--- src/rtl/vram_arbiter.sv ---
`default_nettype none
// ============================================================================
// Module   : vram_arbiter
// Purpose  : Shares one single-port video BRAM between ULA fetch, buffered CPU
//            mirror writes and the bulk loader.
// Revision : 1.0
// ============================================================================
module vram_arbiter #(
  parameter int FIFO_DEPTH   = 4,
  parameter int STARVE_LIMIT = 8
) (
  input  logic        clk_sys,
  input  logic        nRESET,
  input  logic        ce_7mn,
  input  logic        ula_rd,
  input  logic [14:0] ula_addr,
  output logic [7:0]  ula_dout,
  output logic        ula_valid,
  input  logic        cpu_wr,
  input  logic [14:0] cpu_addr,
  input  logic [7:0]  cpu_data,
  output logic        cpu_full,
  output logic        cpu_ovf,
  input  logic        ldr_req,
  input  logic [14:0] ldr_addr,
  input  logic [7:0]  ldr_data,
  output logic        ldr_ack,
  output logic [14:0] mem_addr,
  output logic [7:0]  mem_din,
  output logic        mem_we,
  input  logic [7:0]  mem_dout
);

  localparam int PW = $clog2(FIFO_DEPTH);
  localparam int CW = PW + 1;
  localparam int SW = $clog2(STARVE_LIMIT + 1);
  localparam logic [CW-1:0] DEPTH_C = CW'(FIFO_DEPTH);
  localparam logic [SW-1:0] LIMIT_C = SW'(STARVE_LIMIT);

  logic          run_q;
  logic [1:0]    fetch_q, fetch_d;
  logic [14:0]   mem_addr_q, mem_addr_d;
  logic [7:0]    mem_din_q, mem_din_d;
  logic          mem_we_q, mem_we_d;
  logic [7:0]    ula_dout_q, ula_dout_d;
  logic          ula_valid_q, ula_valid_d;
  logic          ldr_ack_q, ldr_ack_d;
  logic          cpu_full_q, cpu_full_d;
  logic          cpu_ovf_q, cpu_ovf_d;
  logic [PW-1:0] wr_ptr_q, wr_ptr_d, rd_ptr_q, rd_ptr_d;
  logic [CW-1:0] count_q, count_d;
  logic [SW-1:0] starve_q, starve_d;

  logic [14:0]   fifo_addr_q [FIFO_DEPTH];
  logic [7:0]    fifo_data_q [FIFO_DEPTH];

  logic ula_grant, ldr_urgent, cpu_grant, ldr_grant, push;

  always_comb begin
    ula_grant  = run_q & ce_7mn & ula_rd;
    ldr_urgent = ldr_req & (starve_q == LIMIT_C);
    cpu_grant  = run_q & ~ula_grant & ~ldr_urgent & (count_q != '0);
    ldr_grant  = run_q & ~ula_grant & ~cpu_grant & ldr_req;
    // A pop in this slot frees a place even when the FIFO is full.
    push       = cpu_wr & ((count_q != DEPTH_C) | cpu_grant);

    mem_addr_d = mem_addr_q;
    mem_din_d  = mem_din_q;
    if (ula_grant) begin
      mem_addr_d = ula_addr;
    end else if (cpu_grant) begin
      mem_addr_d = fifo_addr_q[rd_ptr_q];
      mem_din_d  = fifo_data_q[rd_ptr_q];
    end else if (ldr_grant) begin
      mem_addr_d = ldr_addr;
      mem_din_d  = ldr_data;
    end
    mem_we_d  = cpu_grant | ldr_grant;
    ldr_ack_d = ldr_grant;

    wr_ptr_d = push      ? wr_ptr_q + PW'(1) : wr_ptr_q;
    rd_ptr_d = cpu_grant ? rd_ptr_q + PW'(1) : rd_ptr_q;
    count_d  = count_q;
    if (push && !cpu_grant)      count_d = count_q + CW'(1);
    else if (!push && cpu_grant) count_d = count_q - CW'(1);
    cpu_full_d = (count_d == DEPTH_C);
    cpu_ovf_d  = cpu_ovf_q | (cpu_wr & ~push);

    starve_d = starve_q;
    if (!ldr_req || ldr_grant)               starve_d = '0;
    else if (cpu_grant && starve_q != LIMIT_C) starve_d = starve_q + SW'(1);

    // Address out at E0, BRAM read at E1, capture at E2.
    fetch_d     = {fetch_q[0], ula_grant};
    ula_valid_d = fetch_q[1];
    ula_dout_d  = fetch_q[1] ? mem_dout : ula_dout_q;
  end

  always_ff @(posedge clk_sys or negedge nRESET) begin
    if (!nRESET) begin
      run_q       <= 1'b0;
      fetch_q     <= '0;
      mem_addr_q  <= '0;
      mem_din_q   <= '0;
      mem_we_q    <= 1'b0;
      ula_dout_q  <= '0;
      ula_valid_q <= 1'b0;
      ldr_ack_q   <= 1'b0;
      cpu_full_q  <= 1'b0;
      cpu_ovf_q   <= 1'b0;
      wr_ptr_q    <= '0;
      rd_ptr_q    <= '0;
      count_q     <= '0;
      starve_q    <= '0;
    end else begin
      run_q       <= 1'b1;
      fetch_q     <= fetch_d;
      mem_addr_q  <= mem_addr_d;
      mem_din_q   <= mem_din_d;
      mem_we_q    <= mem_we_d;
      ula_dout_q  <= ula_dout_d;
      ula_valid_q <= ula_valid_d;
      ldr_ack_q   <= ldr_ack_d;
      cpu_full_q  <= cpu_full_d;
      cpu_ovf_q   <= cpu_ovf_d;
      wr_ptr_q    <= wr_ptr_d;
      rd_ptr_q    <= rd_ptr_d;
      count_q     <= count_d;
      starve_q    <= starve_d;
    end
  end

  // Storage needs no reset: entries are only read below the count.
  always_ff @(posedge clk_sys) begin
    if (push) begin
      fifo_addr_q[wr_ptr_q] <= cpu_addr;
      fifo_data_q[wr_ptr_q] <= cpu_data;
    end
  end

  assign mem_addr  = mem_addr_q;
  assign mem_din   = mem_din_q;
  assign mem_we    = mem_we_q;
  assign ula_dout  = ula_dout_q;
  assign ula_valid = ula_valid_q;
  assign ldr_ack   = ldr_ack_q;
  assign cpu_full  = cpu_full_q;
  assign cpu_ovf   = cpu_ovf_q;

endmodule
`default_nettype wire

--- config.mk ---
export PLATFORM = sky130hd
export DESIGN_NAME = vram_arbiter
export DESIGN_NICKNAME = d
export VERILOG_FILES = /design/src/rtl/vram_arbiter.sv
export SDC_FILE = /design/constraint.sdc
export NUM_CORES = 1
export LEC_CHECK = 0
export ABC_CLOCK_PERIOD_IN_PS = 2360
export BUFFER_PORTS_ARGS = -buffer_cell sky130_fd_sc_hd__buf_4
export CAP_MARGIN = 20
export CORE_UTILIZATION = 35
export DETAILED_ROUTE_END_ITERATION = 8
export PLACE_DENSITY = 0.61
export SLEW_MARGIN = 20
export SYNTH_ARGS = -nofsm -noshare
export SYNTH_HDL_FRONTEND = slang
export SYNTH_SLANG_ARGS = --single-unit
export TNS_END_PERCENT = 20
--- constraint.sdc ---
create_clock -name clk_sys -period 2.36 [get_ports clk_sys]
set_input_delay 0.236 -clock clk_sys [delete_from_list [all_inputs] [get_ports clk_sys]]
set_output_delay 0.236 -clock clk_sys [all_outputs]
set_load 0.05 [all_outputs]
==> qor.yml <==
yosysMostFrequentCell: "edfxtp_1"
finalMaxSlewViolations: 0
cts_buffers: 17
grtUsageTotal: 0.1540
ys.flop_type: "edfxtp_1"
rsz0062_at_grt: "no"
status: "finished, final reports clean"
hold_viol_final: 0
crit_type: "flip-flop to flip-flop"
min-delay-start: "cpu_addr[5]"
skew_ps: 8.587
ys_warn_count: 0
drive_above_1_share: 0.4008
post_drt_wl_per_cell_um: 17.28
cts.sinks: 142
htree_num_levels: 4
yosys.area.top_type_share: 0.4737
cts_tree: "yes"
syn_area_per_cell_sq_um: 16.34
power_density_nw_per_um2: 1251
io_pins: 111
start_util: 0.3632
cp_max_fo: 23
max_cap_viol_count: 0
timing.rr.start: "starve_q[0]"
drt_pass1_iterations: 4
drc: 0
grt-ovfl-total: 0
hold-path-cell-count: 1
synth_top_area_cell: "edfxtp_1"
end_kind: "flip-flop"
ys_ff_latch: 142
num_antenna_cells: 0
routabilityCongestion: 0.7491
antenna_found_initial: 0
async_flop_share: 0.3521
grt_max_degree: 51
path_clk_slew_ps: 60
synth-edff-count: 92
dpl.cell_count: 677
vias: 3493
reg2regPathDepth: 8
synth.top_cells.by_count: "edfxtp_1 (92), dfrtp_1 (50), a21oi_1 (24), mux4_2 (23), nand2_1 (18)"
port_buffers: 110
arrival_ps: 2240
dieWidth_um: 131.1
hold_path.class: "input pin to flip-flop"
syn-num-nets: 441
root_buffer: "clkbuf_16"
drt.antenna.violating_nets: 0
grt_pass1_wl_um: 19040
synth_area_sq_um: 5832
postCtsSetupBuffers: 0
maxSlewHeadroom: 0.5528
leakagePower_nw: 2.960
cp.required_ps: 2470
reg2reg_to: "fifo_addr_q[1][3]"
min_period_ps: 2123
dieArea_sq_um: 17180
fp.dieH_um: 131.1
dpl.hpwl_um: 8443
worst_slew_pin_slew_ps: 670.1
synth_area_leaders: "edfxtp_1 (47%), dfrtp_1 (21%), mux4_2 (8.9%), a21oi_1 (2.1%), a221o_1 (2.1%)"
clk_latency_ps: 420
post-route-period-util: 0.8996
final_cells: 710
min_to: "fifo_addr_q[2][5]"
vdd_drop_max_mv: 0.6700
routed_wl_um: 12270
setup_violations: 0
viasPerCell: 4.920
core-area_sq_um: 16060
area_growth_syn_to_layout_pct: 28.86
ys_seq_area_frac: 0.6883
netlist_instances: 357
max_freq_mhz: 471.0
grt_pass1_vias: 3622
fin_util: 0.4680
regToRegSetupSlack_ps: 240
finalSetupTns_ps: 0
cts_max_path_buffers: 2
num_rows: 46
final_nets: 565
cp-start-kind: "flip-flop"
synth_cell_types: 43
drt_iter0_markers: 142
[stage by stage]
stage | setup slack [ps] | instance area (sq um) | power [W] | hold WS, ps
floorplan | 49.73 | 5832 | 0.005989 | -59.59
global placement | 221.7 | 6980 | 0.007094 | 302.0
detailed placement | 111.0 | 6980 | 0.007162 | 310.8
CTS | 92.91 | 7512 | 0.009525 | 2.437
global route | 81.46 | 7515 | 0.009877 | 6.289
finish | 237.0 | 7515 | 0.009404 | 18.74
[area by class of cell]
type | instances | area [sq um]
Clock inverter | 15 | 96.34
Tap cell | 216 | 270.3
Multi-Input combinational cell | 189 | 1685
Inverter | 7 | 26.28
Clock buffer | 17 | 425.4
Fill cell | 1410 | 8543
Timing Repair Buffer | 124 | 996.0
Sequential cell | 142 | 4015
[per-layer routing]
metal | wire (um) | GRT usage | up-vias
li1 | - | - | 1621
met1 | 5444 | 0.1901 | 1746
met2 | 5950 | 0.2537 | 100
met3 | 544 | 0.03166 | 26
met4 | 333 | 0.08587 | 0
met5 | 0 | 0 | -
[kinds of logic after synthesis]
| group | Yosys count | share of synthesized area |
|---|---|---|
| fa+ha+maj | 9 | 0.01931 |
| mux | 41 | 0.1216 |
| compound gates | 57 | 0.06758 |
| xor+xnor | 6 | 0.009011 |
| buf+inv | 26 | 0.02317 |
| other cells | 1 | 0.0006430 |
| simple gates | 75 | 0.07037 |
| flops | 142 | 0.6883 |
[cell usage in the layout (no fill, tap or decap), types with 12 or more instances in the layout]
master / n
dfrtp_1: 49
a221o_1: 12
a21oi_1: 24
nor2_1: 14
nand3_1: 17
mux4_2: 23
nand2_1: 18
clkbuf_16: 17
edfxtp_1: 92
buf_4: 118
[repair_timing]
| action | in CTS | in global routing |
|---|---|---|
| gates resized for setup | 0 | 1 |
| hold endpoints to repair | 50 | 0 |
| endpoints found under the setup margin | 0 | 92 |
| hold buffers | 1 | 0 |
[worst max path at each step]
stage / endpoint / cells after the start / slack, ps / from
CTS: fifo_addr_q[2][6] / 8 / 90 / starve_q[0]
floorplan: fifo_addr_q[0][0] / 7 / 50 / starve_q[0]
global placement: fifo_addr_q[1][10] / 8 / 220 / starve_q[0]
global route: fifo_addr_q[1][6] / 8 / 80 / starve_q[0]
detailed placement: fifo_addr_q[2][8] / 8 / 110 / starve_q[0]
finish: fifo_addr_q[1][3] / 8 / 240 / starve_q[0]
[registers in the layout, summed over array words and instances, names as in the netlist, 2 cells and up]
register / count
fifo_data_q: 32
ula_dout: 8
fifo_addr_q: 60
count_q: 3
mem_din: 8
mem_addr: 15
rd_ptr_q: 2
wr_ptr_q: 2
fetch_q: 2
starve_q: 4
[worst max-delay path: stages, from the launching register on]
cell and delay, ps:
dfrtp_1 400, inv_1 60, ha_1 210, and4b_4 220, nor2_1 150, nor2_1 90, nor2b_2 250, and2_1 220
buf_12 200
[report_power, final]
group | leakage (nW) | internal (W) | total, W | switching (W)
clock network | 0.257 | 0.00133 | 0.00233 | 0.00100
logic | 1.26 | 0.00141 | 0.00348 | 0.00207
registers | 1.45 | 0.00331 | 0.00359 | 0.000285
total | 2.96 | 0.00605 | 0.00940 | 0.00335
(Power assumes the default switching activity.)
